===== src/rtl/sobel_pkg.sv =====
// sobel_pkg: shared FSM states, stage phase offsets and default geometry for the Sobel pipeline.
package sobel_pkg;
  typedef enum logic [1:0] {IDLE, RUN, DRAIN, DONE} stateT;
  localparam int POP_OFS = 0;
  localparam int SHIFT_OFS = 1;
  localparam int HOLD_OFS = 2;
  localparam int MAG_OFS = 3;
  localparam int OUT_OFS = 4;
  localparam int DEF_IMG_W = 512;
  localparam int DEF_IMG_H = 512;
  localparam int DEF_PIX_PER_WORD = 8;
  localparam int DEF_ROW_STEP = 2;
  localparam int DEF_RAM_LAT = 1;
  localparam int DEF_SLOT_LEN = 8;
  localparam int DEF_DRAIN_SLOTS = 2;
  localparam int DEF_ADDR_W = 20;
  // {pop, shift, hold, mag, out} for a given slot phase
  function automatic logic [4:0] stageStrobes(int phase, int ramLat);
    return {phase == ramLat + POP_OFS, phase == ramLat + SHIFT_OFS, phase == ramLat + HOLD_OFS,
            phase == ramLat + MAG_OFS, phase == ramLat + OUT_OFS};
  endfunction
endpackage


===== src/rtl/sobel_addr_gen.sv =====
// sobel_addr_gen: col/row/word counters and registered frame-buffer word address.
module sobel_addr_gen #(
  parameter int WPR = 4,
  parameter int ROW_STEP = 2,
  parameter int ADDR_W = 20
) (
  input  logic              clk,
  input  logic              reset,
  input  logic              clear,
  input  logic              step,
  output logic [ADDR_W-1:0] word,
  output logic [ADDR_W-1:0] readAddr
);
  logic [ADDR_W-1:0] col, row, nxtCol, nxtRow;
  logic colWrap;
  always_comb begin
    colWrap = col == ADDR_W'(WPR - 1);
    nxtCol = colWrap ? '0 : col + ADDR_W'(1);
    nxtRow = colWrap ? row + ADDR_W'(ROW_STEP) : row;
  end
  always_ff @(posedge clk) begin
    if (reset || clear) begin
      col <= '0;
      row <= '0;
      word <= '0;
      readAddr <= '0;
    end else if (step) begin
      col <= nxtCol;
      row <= nxtRow;
      word <= word + ADDR_W'(1);
      readAddr <= nxtRow * ADDR_W'(WPR) + nxtCol;
    end
  end
endmodule


===== src/rtl/sobel_stage_sequencer.sv =====
// sobel_stage_sequencer: per-word slot scheduler driving read address, stage strobes,
// early next-frame request and end-of-frame pulse for the Sobel pipeline.
module sobel_stage_sequencer import sobel_pkg::*; #(
  parameter int IMG_W = DEF_IMG_W,
  parameter int IMG_H = DEF_IMG_H,
  parameter int PIX_PER_WORD = DEF_PIX_PER_WORD,
  parameter int ROW_STEP = DEF_ROW_STEP,
  parameter int RAM_LAT = DEF_RAM_LAT,
  parameter int SLOT_LEN = DEF_SLOT_LEN,
  parameter int DRAIN_SLOTS = DEF_DRAIN_SLOTS,
  parameter int NEXT_NUM = 4,
  parameter int NEXT_DEN = 5,
  parameter int ADDR_W = DEF_ADDR_W
) (
  input  logic              clk,
  input  logic              reset,
  input  logic              startEn,
  input  logic              stall,
  output logic [ADDR_W-1:0] read_addr,
  output logic              popBufferEn,
  output logic              sobelShiftEn,
  output logic              HoldEn,
  output logic              startMultiplierEn,
  output logic              startMagEn,
  output logic              startDirEn,
  output logic              outEn,
  output logic              getNext,
  output logic              busy,
  output logic              done
);
  localparam int WPR = IMG_W / PIX_PER_WORD;
  localparam int ROWS = IMG_H / ROW_STEP;
  localparam int TOTAL = ROWS * WPR;
  localparam int NEXT_IDX = TOTAL * NEXT_NUM / NEXT_DEN;
  localparam int PH_W = $clog2(SLOT_LEN);
  localparam int DR_W = $clog2(DRAIN_SLOTS + 2);
  if (IMG_W % PIX_PER_WORD != 0 || IMG_H % ROW_STEP != 0 || SLOT_LEN < RAM_LAT + 5) begin : gBadCfg
    $error("sobel_stage_sequencer: invalid geometry or slot length");
  end
  stateT state;
  logic [PH_W-1:0] ph, phNext;
  logic [DR_W-1:0] drainCnt;
  logic [ADDR_W-1:0] word;
  logic [4:0] stb;
  logic slotEnd, lastWord, step, clear, popOk, finish;
  always_comb begin
    slotEnd = ph == PH_W'(SLOT_LEN - 1);
    lastWord = word == ADDR_W'(TOTAL - 1);
    phNext = slotEnd ? '0 : ph + PH_W'(1);
    stb = stageStrobes(int'(phNext), RAM_LAT);
    clear = state == IDLE && startEn;
    step = state == RUN && !stall && slotEnd && !lastWord;
    popOk = state == RUN && !(slotEnd && lastWord);
    finish = slotEnd && (state == DRAIN ? drainCnt == DR_W'(DRAIN_SLOTS - 1) : lastWord && DRAIN_SLOTS == 0);
  end
  sobel_addr_gen #(.WPR(WPR), .ROW_STEP(ROW_STEP), .ADDR_W(ADDR_W)) uAddr (
    .clk(clk), .reset(reset), .clear(clear), .step(step), .word(word), .readAddr(read_addr)
  );
  assign startMultiplierEn = HoldEn;
  assign startDirEn = startMagEn;
  always_ff @(posedge clk) begin
    if (reset) begin
      state <= IDLE;
      ph <= '0;
      drainCnt <= '0;
      {popBufferEn, sobelShiftEn, HoldEn, startMagEn, outEn} <= '0;
      getNext <= 1'b0;
      busy <= 1'b0;
      done <= 1'b0;
    end else begin
      {popBufferEn, sobelShiftEn, HoldEn, startMagEn, outEn} <= '0;
      getNext <= 1'b0;
      done <= 1'b0;
      case (state)
        IDLE: if (startEn) begin
          state <= RUN;
          ph <= '0;
          drainCnt <= '0;
          busy <= 1'b1;
          {popBufferEn, sobelShiftEn, HoldEn, startMagEn, outEn} <= stageStrobes(0, RAM_LAT);
          getNext <= NEXT_IDX == 0;
        end
        RUN, DRAIN: if (!stall) begin
          ph <= phNext;
          if (finish) begin
            state <= DONE;
            busy <= 1'b0;
            done <= 1'b1;
          end else begin
            {popBufferEn, sobelShiftEn, HoldEn, startMagEn, outEn} <= stb & {popOk, 4'hf};
            getNext <= step && word == ADDR_W'(NEXT_IDX - 1);
            if (slotEnd && state == RUN && lastWord) state <= DRAIN;
            if (slotEnd && state == DRAIN) drainCnt <= drainCnt + DR_W'(1);
          end
        end
        DONE: state <= IDLE;
      endcase
    end
  end
endmodule


===== config.mk =====
export PLATFORM = sky130hd
export DESIGN_NAME = sobel_stage_sequencer
export DESIGN_NICKNAME = d
export VERILOG_FILES = /design/src/rtl/sobel_pkg.sv /design/src/rtl/sobel_addr_gen.sv /design/src/rtl/sobel_stage_sequencer.sv
export SDC_FILE = /design/constraint.sdc
export NUM_CORES = 1
export LEC_CHECK = 0
export ABC_CLOCK_PERIOD_IN_PS = 6490
export BUFFER_PORTS_ARGS = -buffer_cell sky130_fd_sc_hd__buf_2
export CAP_MARGIN = 20
export CORE_UTILIZATION = 30
export CTS_CLUSTER_SIZE = 30
export DETAILED_ROUTE_END_ITERATION = 8
export GPL_TIMING_DRIVEN = 1
export SLEW_MARGIN = 15
export SYNTH_ARGS = -nofsm -noshare
export SYNTH_HDL_FRONTEND = slang
export SYNTH_HIERARCHICAL = 1
export SYNTH_SLANG_ARGS = --single-unit
export TNS_END_PERCENT = 30

===== constraint.sdc =====
create_clock -name clk -period 6.49 [get_ports clk]
set_clock_uncertainty 0.1 [all_clocks]
set_input_delay 1.298 -clock clk [delete_from_list [all_inputs] [get_ports clk]]
set_output_delay 1.298 -clock clk [all_outputs]
set_load 0.005 [all_outputs]

[Yosys cells after proc, flatten, opt, wreduce, memory -nomap -nowiden]
Index checks and enable logic that the tools add are counted.
Word-level totals
  register bits: 95
  latch bits: 0
  bits in writable memories: 0
  bits in read-only memories: 0
  input port bits: 4
  output and inout port bits: 30
  logic and storage cells: 90
  memories kept: 0
Operators by class
  add/subtract/negate cells: 6
  multiply operators: 0
  divide/modulo/power cells: 0
  magnitude comparators: 0
  equal/unequal tests: 19
  shift-type cells: 0
  mux-type cells: 22
  bitwise operators: 2
  reduce and logical (&&, ||, !) cells: 25
Operators with widths (count)
  $add 20x1->20 const B: 2
  $eq 20x14->1 const B: 2
  $add 20x2->20 const B: 1
  $add 20x20->20: 1
  $eq 20x6->1 const B: 1
  $mux 20: 1
  $mux 2: 8
  $eq 3x3->1 const B: 5
  $mux 14: 1
  $logic_and 1x1->1: 11
  $ne 2x2->1 const B: 5
  $mux 3: 3
  $pmux 2 s3: 1
  $pmux 3 s2: 1
  $reduce_and 3->1: 2
  $and 5x5->5: 1
  $mux 1: 5
  $reduce_and 5->1: 1
  $eq 2x1->1 const B: 2
  $eq 2x2->1 const B: 2
  $pmux 2 s2: 1
  $reduce_and 4->1: 1
  $reduce_or 4->1: 1
  $add 3x1->3 const B: 1
  12 further kinds: 14

[Logic depth before layout (Yosys ltp)]
  depth in word-level cells: 7
  gate-level depth with buffers: 15
  depth with buffers taken out: 14

[Cells and area by module]
The synthesis kept the hierarchy.
Modules (own cells, without submodules)
  sobel_addr_gen: instances 1, cells an instance 448, area an instance 3768.6 um^2, sequential area each 1321.3 um^2
  sobel_stage_sequencer: instances 1, cells an instance 96, area an instance 840.8 um^2, sequential area each 300.3 um^2

[Worst setup path after synthesis]
No wires, ideal clock.
  kind: flip-flop to flip-flop
  start point: register uAddr.col[7]
  end point: register uAddr.readAddr[18]
  setup time: 0.087 ns
  arrival time: 3.712 ns
  data required time: 6.303 ns
  path slack: 2.591 ns
  stages on the path, launching flop included: 15
  buffers on the path: 2
  clock period less this slack: 3.899 ns
  path through: dfxtp_1 > buf_6 > or4_1 > or4_1 > buf_6 > nor2_2 > mux2i_1 > inv_1 > ha_1 > a21oi_1 > o211ai_1 > a2111oi_0 > o21ai_0 > xnor2_1 > o31ai_1
Between the ends
  cells in the longest elaborated chain, start to end: 3
  elaborated cells between the ends (all ways): 5
  classes of those cells: 2 x add/sub; 1 x eq/ne; 2 x mux
RTL lines
  start: declaration: line sobel_addr_gen.sv:14  | logic [ADDR_W-1:0] col, row, nxtCol, nxtRow;
  start signal: assignment: line sobel_addr_gen.sv:28  | col <= nxtCol;
  $eq 20x6->1: line sobel_addr_gen.sv:17  | colWrap = col == ADDR_W'(WPR - 1);
  $mux 14: line sobel_addr_gen.sv:19  | nxtRow = colWrap ? row + ADDR_W'(ROW_STEP) : row;
  named net uAddr.nxtRow[2]: line sobel_addr_gen.sv:14
  $add 20x20->20: line sobel_addr_gen.sv:31  | readAddr <= nxtRow * ADDR_W'(WPR) + nxtCol;
  end signal: assignment: line sobel_addr_gen.sv:31
  end: declaration: line sobel_addr_gen.sv:12  | output logic [ADDR_W-1:0] readAddr
The timed path passes the listed nets, and every way through them passes these cells.
A chain may end at the register's enable or synchronous reset.

[Worst setup path after layout]
Same ends and word-level chain as after synthesis.

==> results.toml <==
[setup_path]
cp.required_ns = 6.63
cpMaxStageDelayCell = "or4_1"
cp_common_cell = "or4_1"
endpoint_kind = "flop"
cpLargestDelayFamily = "simple AND/OR/NAND/NOR gates"
path_cells = "or4_1, or4_1, nor2_2, mux2i_1, inv_1, ha_1, a21oi_1, o211ai_1, a2111oi_0, o21ai_0, xnor2_1, o31ai_1"
arrival_ns = 4.52
start_kind = "flop"
slowest_delay_ns = 0.67
path_class = "flop to flop"
path_buf_inv = 1
crit_fanout = 9

[floorplan]
core_area_sq_um = 14800
start_util = 0.312
fp.dieW_microns = 126
fp.dieH_microns = 126
ios = 34
die_area_sq_um = 15900
rows = 44

[detailed_routing]
routed_wl_mm = 9.81
first_pass_iters = 4
vias = 3737
wl_per_cell_microns = 13.2
viasPerCell = 5.02
initialDrtViolationCount = 161
drtAntennaViolNets = 0
drc_errors = 0

[clocking]
ctsHoldBuffers = 0
htreeDepth = 3
cts_tree = "yes"
ctsRootBufferMaster = "clkbuf_16"
clockBufferDepth = 2
cts.repair.resized = 0
post_cts_buffers = 0
cts.sinks = 81
path_clk_slew_ns = 0.06
clk_latency_ns = 0.33
cts_made_buffers = 9

[layout]
final_area_sq_um = 5190
syn_to_final_growth_pct = 12.5
final_util = 0.352
antenna_cells = 0
drive_above_1_share = 0.107
nets = 586

[sta]
rsz0062_at_grt = "no"
holdWs_ns = 0.367
fin_ws_ns = 2.11
setup_viol = 0
slew_viol_final = 0
finalCritPeriodShare = 0.675
fmax_ghz = 0.228
hold_viol = 0
period_needed_ns = 4.38
timing.slew.headroom = 0.374
finalSetupTns_ns = 0
worstMarginPinSlew_ns = 0.930

[placement]
hpwlAfterDp_mm = 7.09
place.port_buffers = 33
pre_cts_ws_ns = 2.07
place_area_sq_um = 4840
gp_congestion = 0.843

[logic_synthesis]
syn-num-nets = 574
syn_inst = 544
yosys_warnings = 6
ys_types = 56
synth-main-ff-cell = "dfxtp_1"
synthesis.area_sq_um = 4610
yosysSeqAreaShare = 0.352
syn_avg_cell_area_sq_um = 8.47
async_flop_share = 0
ys_ff_latch = 81
synth_edf_count = 0

[global_route]
grt_max_degree = 56
antenna_found_initial = 0
grt_pass1_wl_mm = 16.7
grt-ovfl-total = 0
grt_pass1_vias = 3508
grt_use_total = 0.128

[run_status]
status = "complete, no violations"

[power_and_ir_drop]
leakage_nw = 2.11
max-vdd-ir-drop_mv = 0.119
powerDensity_nw_per_um2 = 241

[worst_hold_path]
hp-class = "flop to flop"

[job]
drv_cap = 0
==> worst reg2reg max path: cells and delay by family (launching register included) <==
| kind | cells | cell delay [ns] |
|---|---|---|
| xor+xnor | 1 | 0.16 |
| buf+inv | 1 | 0.08 |
| fa+ha+maj | 1 | 0.28 |
| flops | 1 | 0.40 |
| compound gates | 5 | 1.39 |
| simple gates | 3 | 1.52 |
| mux | 1 | 0.36 |
==> logic make-up (layout without fill, tap and decap cells) <==
kind of cell	Yosys count	in the layout	share of synthesized area
fa+ha+maj	26	26	0.0722
compound gates	56	56	0.0812
mux	7	7	0.0152
xor+xnor	77	77	0.146
flops	81	81	0.352
simple gates	248	248	0.282
buf+inv	49	65	0.0513
==> per-layer routing <==
metal / track usage / up-vias / part of all wire
met3: 0.0310 / 8 / 0.037
met2: 0.217 / 74 / 0.47
li1: - / 1898 / -
met4: 0.0326 / 0 / 0.011
met1: 0.162 / 1757 / 0.48
met5: 0 / - / 0
==> where the power goes <==
part / internal [mW] / total (mW) / switching, mW
Clock: 0.366 / 0.557 / 0.190
Sequential: 0.511 / 0.522 / 0.0101
Combinational: 0.0640 / 0.171 / 0.107
Total: 0.942 / 1.25 / 0.307
==> worst paths after layout <==
check / endpoint / depth (start not counted) / from / slack, ns
min: uAddr/readAddr[17]$_SDFFE_PP0P_ / 2 / uAddr/readAddr[17]$_SDFFE_PP0P_ / 0.37
max reg2reg: uAddr/readAddr[18]$_SDFFE_PP0P_ / 12 / uAddr/col[7]$_SDFFE_PP0P_ / 2.11
min reg2reg: uAddr/readAddr[17]$_SDFFE_PP0P_ / 2 / uAddr/readAddr[17]$_SDFFE_PP0P_ / 0.37
max: uAddr/readAddr[18]$_SDFFE_PP0P_ / 12 / uAddr/col[7]$_SDFFE_PP0P_ / 2.11
==> cells in the mapped netlist (2+ instances only) <==
cell type | count | share of area
dfxtp_1 | 81 | 0.35
nor2_1 | 78 | 0.064
xor2_1 | 52 | 0.099
nand2_1 | 38 | 0.031
nand3_1 | 28 | 0.030
ha_1 | 25 | 0.068
xnor2_1 | 25 | 0.048
nand4_1 | 22 | 0.030
and3_1 | 17 | 0.023
clkbuf_1 | 17 | 0.014
a21oi_1 | 15 | 0.016
inv_1 | 15 | 0.012
nor3_1 | 11 | 0.012
and4_1 | 9 | 0.017
buf_4 | 9 | 0.015
o21ai_0 | 9 | 0.0098
mux2i_1 | 7 | 0.015
nor4_1 | 6 | 0.0081
or3_1 | 6 | 0.0081
and2_1 | 5 | 0.0068
nor2b_1 | 5 | 0.0068
a211oi_1 | 4 | 0.0065
a21o_1 | 4 | 0.0065
o211ai_1 | 4 | 0.0065
o21a_1 | 4 | 0.0065
or4_1 | 4 | 0.0065
buf_1 | 3 | 0.0024
buf_2 | 3 | 0.0033
nor3b_1 | 3 | 0.0049
o31ai_1 | 3 | 0.0049
buf_6 | 2 | 0.0049
nand2b_1 | 2 | 0.0027
nand3b_1 | 2 | 0.0033
nor4_4 | 2 | 0.0092
o21bai_1 | 2 | 0.0033
or2_2 | 2 | 0.0027
==> stage by stage <==
step / cells / power (mW)
2_1_floorplan: 544 / 0.662
4_1_cts: 743 / 1.26
5_1_grt: 744 / 1.30
3_5_place_dp: 728 / 0.698
6_report: 744 / 1.25
3_3_place_gp: 728 / 0.693
==> final cells by class <==
cell class,instances,area [sq um]
clock buffer,13,270
clock inverter,2,60.1
fill,1532,9570
inverter,15,56.3
multi-input combinational,414,2760
sequential,81,1620
tap,184,230
timing repair buffer,35,193
==> cells in the final DEF, fill, tap and decap left out, drive strengths merged, types with 8 or more instances in the layout <==
cell / Yosys / layout
nor2: 79 / 79
a21oi: 16 / 16
nor4: 8 / 8
and3: 17 / 17
nor3: 12 / 12
nand4: 22 / 22
and4: 9 / 9
inv: 15 / 15
o21ai: 9 / 9
ha: 25 / 25
nand3: 28 / 28
clkbuf: 17 / 13
nand2: 38 / 38
dfxtp: 81 / 81
buf: 17 / 35
xnor2: 25 / 25
xor2: 52 / 52
==> state kept, by name, summed over array words and instances, names as in the netlist <==
name,count
popBufferEn,1
ph,3
sobelShiftEn,1
done,1
outEn,1
uAddr/col,13
state,2
uAddr/readAddr,20
startDirEn,1
getNext,1
HoldEn,1
busy,1
uAddr/word,20
uAddr/row,13
drainCnt,2
Power figures use the tool's default switching activity.
